`src/rtl/riscv_pkg.sv`:
```
// Shared RV32I constants, EX-stage register bundle and operand bypass helper.
// Latency: none (types and pure functions only).
// Backpressure: none.
package riscv_pkg;

  localparam int XLEN      = 32;
  localparam int CTRL_W    = 16;
  localparam int MEMRD_BIT = 3;

  localparam logic [6:0] OP_LUI    = 7'b0110111;
  localparam logic [6:0] OP_AUIPC  = 7'b0010111;
  localparam logic [6:0] OP_JAL    = 7'b1101111;
  localparam logic [6:0] OP_R      = 7'b0110011;
  localparam logic [6:0] OP_STORE  = 7'b0100011;
  localparam logic [6:0] OP_BRANCH = 7'b1100011;

  // Everything the EX stage sees, held in one register so a bubble is a single '0 load.
  typedef struct packed {
    logic              vld;
    logic [CTRL_W-1:0] ctrl;
    logic [4:0]        rs1;
    logic [4:0]        rs2;
    logic [4:0]        rd;
    logic [XLEN-1:0]   rd1;
    logic [XLEN-1:0]   rd2;
    logic [XLEN-1:0]   imm;
    logic [XLEN-1:0]   pc;
    logic [XLEN-1:0]   pc_plus4;
  } ex_bundle_t;

  // x0 reads as zero; a same-cycle writeback to the source register wins over the
  // stale regfile read, since the regfile only commits the write on the next edge.
  function automatic logic [XLEN-1:0] bypass_sel(
    input logic [4:0]      rs,
    input logic [XLEN-1:0] rf_val,
    input logic            we,
    input logic [4:0]      wrd,
    input logic [XLEN-1:0] wdat
  );
    logic [XLEN-1:0] res;
    if (rs == 5'd0)
      res = '0;
    else if (we && (wrd == rs))
      res = wdat;
    else
      res = rf_val;
    return res;
  endfunction

endpackage

```
`src/rtl/id_ex_stage_hazard_unit.sv`:
```
// Load-use hazard detection: decodes which sources the D instruction reads and compares to a load in EX.
// Latency: purely combinational.
// Backpressure: produces stall_f/stall_d; a branch flush in EX overrides the stall.
module hazard_unit
  import riscv_pkg::*;
(
  input  logic       valid_d,
  input  logic [6:0] opcode_d,
  input  logic [4:0] rs1_d,
  input  logic [4:0] rs2_d,
  input  logic       valid_e,
  input  logic       mem_read_e,
  input  logic [4:0] rd_e,
  input  logic       flush_e,
  output logic       hazard,
  output logic       stall_f,
  output logic       stall_d
);

  logic uses_rs1;
  logic uses_rs2;

  // Source-register usage by opcode; U-type and JAL carry immediate bits in the rs1 field.
  always_comb begin
    uses_rs1 = 1'b1;
    uses_rs2 = 1'b0;
    if ((opcode_d == OP_LUI) || (opcode_d == OP_AUIPC) || (opcode_d == OP_JAL))
      uses_rs1 = 1'b0;
    if ((opcode_d == OP_R) || (opcode_d == OP_STORE) || (opcode_d == OP_BRANCH))
      uses_rs2 = 1'b1;
  end

  // Hazard only against a real load writing a non-x0 register; a flush kills D so no stall is needed.
  always_comb begin
    hazard  = valid_d & valid_e & mem_read_e & (rd_e != 5'd0) &
              ((uses_rs1 & (rd_e == rs1_d)) | (uses_rs2 & (rd_e == rs2_d)));
    stall_f = hazard & ~flush_e;
    stall_d = hazard & ~flush_e;
  end

endmodule

```
`src/rtl/id_ex_stage.sv`:
```
// ID/EX pipeline register with load-use stall, branch flush bubble and WB->ID bypass (optional ID_EX_PERF_CNT_EN counters).
// Latency: one cycle D->E for all EX outputs; stall_f/stall_d combinational.
// Backpressure: load-use hazard holds PC and IF/ID for one cycle while a bubble enters EX.
module id_ex_stage
  import riscv_pkg::*;
(
  input  logic              clk,
  input  logic              rst,
  input  logic              valid_d,
  input  logic [31:0]       instr_d,
  input  logic [XLEN-1:0]   pc_d,
  input  logic [XLEN-1:0]   pc_plus4_d,
  input  logic [XLEN-1:0]   rd1_d,
  input  logic [XLEN-1:0]   rd2_d,
  input  logic [XLEN-1:0]   imm_d,
  input  logic [CTRL_W-1:0] ctrl_d,
  input  logic              flush_e,
  input  logic              wb_we,
  input  logic [4:0]        wb_rd,
  input  logic [XLEN-1:0]   wb_data,
  output logic              stall_f,
  output logic              stall_d,
  output logic              valid_e,
  output logic [4:0]        rs1_e,
  output logic [4:0]        rs2_e,
  output logic [4:0]        rd_e,
  output logic [XLEN-1:0]   rd1_e,
  output logic [XLEN-1:0]   rd2_e,
  output logic [XLEN-1:0]   imm_e,
  output logic [XLEN-1:0]   pc_e,
  output logic [XLEN-1:0]   pc_plus4_e,
  output logic [CTRL_W-1:0] ctrl_e
`ifdef ID_EX_PERF_CNT_EN
  ,
  output logic [31:0]       stall_cnt,
  output logic [31:0]       flush_cnt
`endif
);

  logic [4:0] rs1_d;
  logic [4:0] rs2_d;
  logic [4:0] rd_d;
  logic       hazard;
  logic       unused_instr_bits;
  ex_bundle_t ex_d;
  ex_bundle_t ex_q;

  assign rs1_d = instr_d[19:15];
  assign rs2_d = instr_d[24:20];
  assign rd_d  = instr_d[11:7];
  assign unused_instr_bits = ^{instr_d[31:25], instr_d[14:12]};

  hazard_unit u_hazard (
    .valid_d    (valid_d),
    .opcode_d   (instr_d[6:0]),
    .rs1_d      (rs1_d),
    .rs2_d      (rs2_d),
    .valid_e    (ex_q.vld),
    .mem_read_e (ex_q.ctrl[MEMRD_BIT]),
    .rd_e       (ex_q.rd),
    .flush_e    (flush_e),
    .hazard     (hazard),
    .stall_f    (stall_f),
    .stall_d    (stall_d)
  );

  // Next EX contents from decode, with bypassed operands and control zeroed for empty slots.
  always_comb begin
    ex_d          = '0;
    ex_d.vld      = valid_d;
    ex_d.ctrl     = valid_d ? ctrl_d : '0;
    ex_d.rs1      = rs1_d;
    ex_d.rs2      = rs2_d;
    ex_d.rd       = rd_d;
    ex_d.rd1      = bypass_sel(rs1_d, rd1_d, wb_we, wb_rd, wb_data);
    ex_d.rd2      = bypass_sel(rs2_d, rd2_d, wb_we, wb_rd, wb_data);
    ex_d.imm      = imm_d;
    ex_d.pc       = pc_d;
    ex_d.pc_plus4 = pc_plus4_d;
  end

  // Pipeline register: reset, flush and load-use all insert an all-zero bubble.
  always_ff @(posedge clk) begin
    if (rst)
      ex_q <= '0;
    else if (flush_e || hazard)
      ex_q <= '0;
    else
      ex_q <= ex_d;
  end

  assign valid_e    = ex_q.vld;
  assign ctrl_e     = ex_q.ctrl;
  assign rs1_e      = ex_q.rs1;
  assign rs2_e      = ex_q.rs2;
  assign rd_e       = ex_q.rd;
  assign rd1_e      = ex_q.rd1;
  assign rd2_e      = ex_q.rd2;
  assign imm_e      = ex_q.imm;
  assign pc_e       = ex_q.pc;
  assign pc_plus4_e = ex_q.pc_plus4;

`ifdef ID_EX_PERF_CNT_EN
  // Stall and flush cycle counters; both wrap naturally at 32 bits.
  always_ff @(posedge clk) begin
    if (rst) begin
      stall_cnt <= '0;
      flush_cnt <= '0;
    end else begin
      if (stall_d) stall_cnt <= stall_cnt + 32'd1;
      if (flush_e) flush_cnt <= flush_cnt + 32'd1;
    end
  end
`endif

endmodule

```
`config.mk`:
```
export PLATFORM = sky130hd
export DESIGN_NAME = id_ex_stage
export DESIGN_NICKNAME = d
export VERILOG_FILES = /design/src/rtl/riscv_pkg.sv /design/src/rtl/id_ex_stage_hazard_unit.sv /design/src/rtl/id_ex_stage.sv
export SDC_FILE = /design/constraint.sdc
export NUM_CORES = 1
export LEC_CHECK = 0
export BUFFER_PORTS_ARGS = -buffer_cell sky130_fd_sc_hd__buf_2
export CAP_MARGIN = 15
export CORE_AREA = 2 2 175 177
export DETAILED_ROUTE_END_ITERATION = 10
export DIE_AREA = 0 0 177 179
export SYNTH_ARGS = -nofsm -noshare
export SYNTH_HDL_FRONTEND = slang
export SYNTH_SLANG_ARGS = --single-unit
export TNS_END_PERCENT = 5
```
`constraint.sdc`:
```
create_clock -name clk -period 2.3 [get_ports clk]
set_input_delay 0.115 -clock clk [delete_from_list [all_inputs] [get_ports clk]]
set_output_delay 0.115 -clock clk [all_outputs]
set_load 0.005 [all_outputs]
```
==> results.py <==
metrics = {
    "routing": {
        "drcViolationCount": 0,
        "antenna_left": 0,
        "routed.top_layer": "met4",
        "wl_met2_um": 13400,
        "wire_per_inst_um": 16.2,
        "wl_met3_um": 2130,
        "via_count": 6713,
        "avgViaCountPerCell": 4.14,
        "wl_um": 26200,
        "dr.first_iter.drc_count": 220,
        "first_pass_iters": 4,
        "wirelength_met1_um": 9980,
    },
    "synthesis": {
        "yosysWarnings": 0,
        "synth_flop_cell": "dfxtp_1",
        "synth_top_area_frac": 0.611,
        "synth_edf_count": 0,
        "yosys.area.top_type": "dfxtp_1",
        "synth-async-reset-ratio": 0,
        "synth_commonest_cells": "dfxtp_1 (192), and3_1 (114), nor2_1 (66), mux2i_1 (64), clkbuf_1 (15)",
        "synth-seq-area-share": 0.611,
        "syn_nets": 793,
        "synthCells": 543,
        "syn_avg_cell_area_um2": 11.6,
        "synthDistinctLibCells": 30,
        "syn_area_mm2": 0.00629,
        "ys_ff_latch": 192,
        "synth_area_leaders": "dfxtp_1 (61%), and3_1 (11%), mux2i_1 (10%)",
        "synth.most_common_cell": "dfxtp_1",
    },
    "final_layout": {
        "drive_gt1_frac": 0.420,
        "final_util": 0.400,
        "finalNetCount": 1462,
        "fin_area_mm2": 0.0120,
        "synthToLayoutAreaGrowth_pct": 91.1,
        "antenna_cells": 0,
        "fin_cells": 1621,
    },
    "setup_path": {
        "critPathMaxFanout": 16,
        "path_cells": "dlygate4sd3_1 -> buf_2 -> xor2_1 -> nor4_1 -> and3_2 -> clkbuf_16 -> mux2i_1 -> dlygate4sd3_1 -> nor2_1",
        "crit_slowest_cell": "dlygate4sd3_1",
        "cp_top_family": "buffers and inverters",
        "cp-start-kind": "input pin",
        "critPathKind": "in2reg",
        "regToRegSetupSlack_ps": 180,
        "worst-path-buf-inv": 4,
        "cpPeakStageDelay_ps": 580,
        "cp-end-kind": "register",
        "crit_top_cell": "dlygate4sd3_1",
        "arrival_ps": 2610,
        "crit_required_ps": 2620,
    },
    "timing": {
        "slew_headroom": 0.673,
        "post-route-min-period_ps": 2290,
        "rsz0062_at_grt": "true",
        "timing.fmax_mhz": 437,
        "fin_crit_sh": 0.995,
        "setup_viol": 0,
        "finalHoldViolations": 0,
        "holdWs_ps": 12.5,
        "setup_ws_ps": 10.8,
        "drv_slew": 0,
        "worst_slew_pin_slew_ps": 491,
        "clock_skew_ps": 9.98,
    },
    "die": {
        "core_mm2": 0.0300,
        "dieArea_mm2": 0.0317,
        "start_util": 0.209,
        "die_width_um": 177,
        "dieHeight_um": 179,
        "std_cell_rows": 64,
        "ioPinCount": 444,
    },
    "grt": {
        "grt_max_degree": 115,
        "grt_pass1_wl_um": 36700,
        "antenna_found_initial": 0,
        "grt_pass1_vias": 6872,
        "grt-ovfl-total": 0,
        "track_usage": 0.153,
    },
    "clocking": {
        "cts_buffer_depth": 2,
        "htree_levels": 4,
        "path_clk_slew_ps": 80,
        "cts_tree": "built",
        "clkSinkCount": 192,
        "root_buffer": "clkbuf_16",
        "clock_latency_ps": 430,
        "tritoncts.num_buffers": 17,
    },
    "place": {
        "hpwlAfterDp_um": 16700,
        "place_inst": 1342,
        "io_buffers": 433,
        "gp_congestion": 0.781,
        "dpl_cell_area_mm2": 0.00885,
        "post-place-ws_ps": 212,
    },
    "status": {
        "status": "completed",
    },
    "flow_run": {
        "drv_cap": 0,
    },
    "power": {
        "peakVddDrop_mv": 0.529,
        "p_leak_nw": 6.08,
        "powerDensity_mw_per_mm2": 622,
    },
    "hold_path": {
        "worstHoldPathType": "in2reg",
    },
}
## layout by cell type (no fill, tap or decap), types with 3 or more instances in the layout
| cell | n |
|---|---|
| buf_2 | 432 |
| dlygate4sd3_1 | 238 |
| dfxtp_1 | 187 |
| and3_1 | 112 |
| mux2i_1 | 64 |
| nor2_1 | 64 |
| clkbuf_16 | 19 |
| xor2_1 | 13 |
| buf_4 | 11 |
| and4_1 | 9 |
| buf_12 | 9 |
| inv_6 | 8 |
| and4_2 | 7 |
| nand3_1 | 4 |
| xnor2_2 | 4 |
| clkinv_8 | 4 |
| dfxtp_4 | 4 |
| nor4_1 | 3 |
| xnor2_1 | 3 |
## kinds of logic (layout without fill, tap and decap cells)
group           after synthesis  in the layout  synth area share
compound gates                5              5           0.00736
xor+xnor                     20             20            0.0279
buf+inv                      46            728            0.0545
flops                       192            192             0.611
mux                          64             64             0.102
simple gates                216            216             0.197
## path summary, 6_finish.rpt
path | startpoint | end | cells after the start
setup reg to reg | rd_e[0]$_SDFF_PP0_ | ctrl_e[2]$_SDFF_PP0_ | 6
hold reg to reg | valid_e$_SDFF_PP0_ | rd1_e[21]$_SDFF_PP0_ | 6
hold / removal | rd1_d[0] | rd1_e[0]$_SDFF_PP0_ | 3
setup / recovery | instr_d[24] | rd2_e[12]$_SDFF_PP0_ | 9
## power by group
group / internal, mW / total, mW / leakage, nW / switching (mW)
combinational: 0.638 / 1.02 / 4.21 / 0.384
clock: 1.46 / 2.96 / 0.284 / 1.50
sequential: 3.45 / 3.49 / 1.58 / 0.0378
## registers in the layout (all words and copies together), names as in the netlist
register,flops
rd_e,5
rs1_e,5
rd2_e,32
pc_plus4_e,32
rd1_e,32
rs2_e,5
imm_e,32
pc_e,32
valid_e,1
ctrl_e,16
## cell type report
type	instances	area [um^2]
Inverter	1	3.75
Tap cell	396	495
Clock inverter	15	163
Clock buffer	17	425
Fill cell	2812	18000
Multi-Input combinational cell	305	2160
Timing Repair Buffer	695	4910
Sequential cell	192	3860
## metrics by stage
stage | TNS (ps) | total power [mW]
3_3_place_gp | 0 | 4.22
2_1_floorplan | 0 | 3.79
5_1_grt | -132 | 7.79
3_5_place_dp | 0 | 4.23
6_report | 0 | 7.47
4_1_cts | 0 | 7.54
## repair_timing
item / CTS / global route
setup endpoints to repair: 2 / 12
pin swaps: 0 / 4
hold buffers: 239 / 0
setup buffers: 2 / 3
hold endpoints to repair: 182 / 0
resized for setup: 8 / 12
cloned: 1 / 2
## per-layer routing
metal / up-vias / global-route usage
met1: 3124 / 0.164
met2: 351 / 0.278
met3: 43 / 0.0454
li1: 3195 / -
met4: 0 / 0.0637
met5: - / 0
## worst min-delay path, cell delays in order
cell,delay (ps)
buf_2,80
mux2i_1,60
nor2_1,130
No activity file was read; power rests on OpenSTA's default activity.
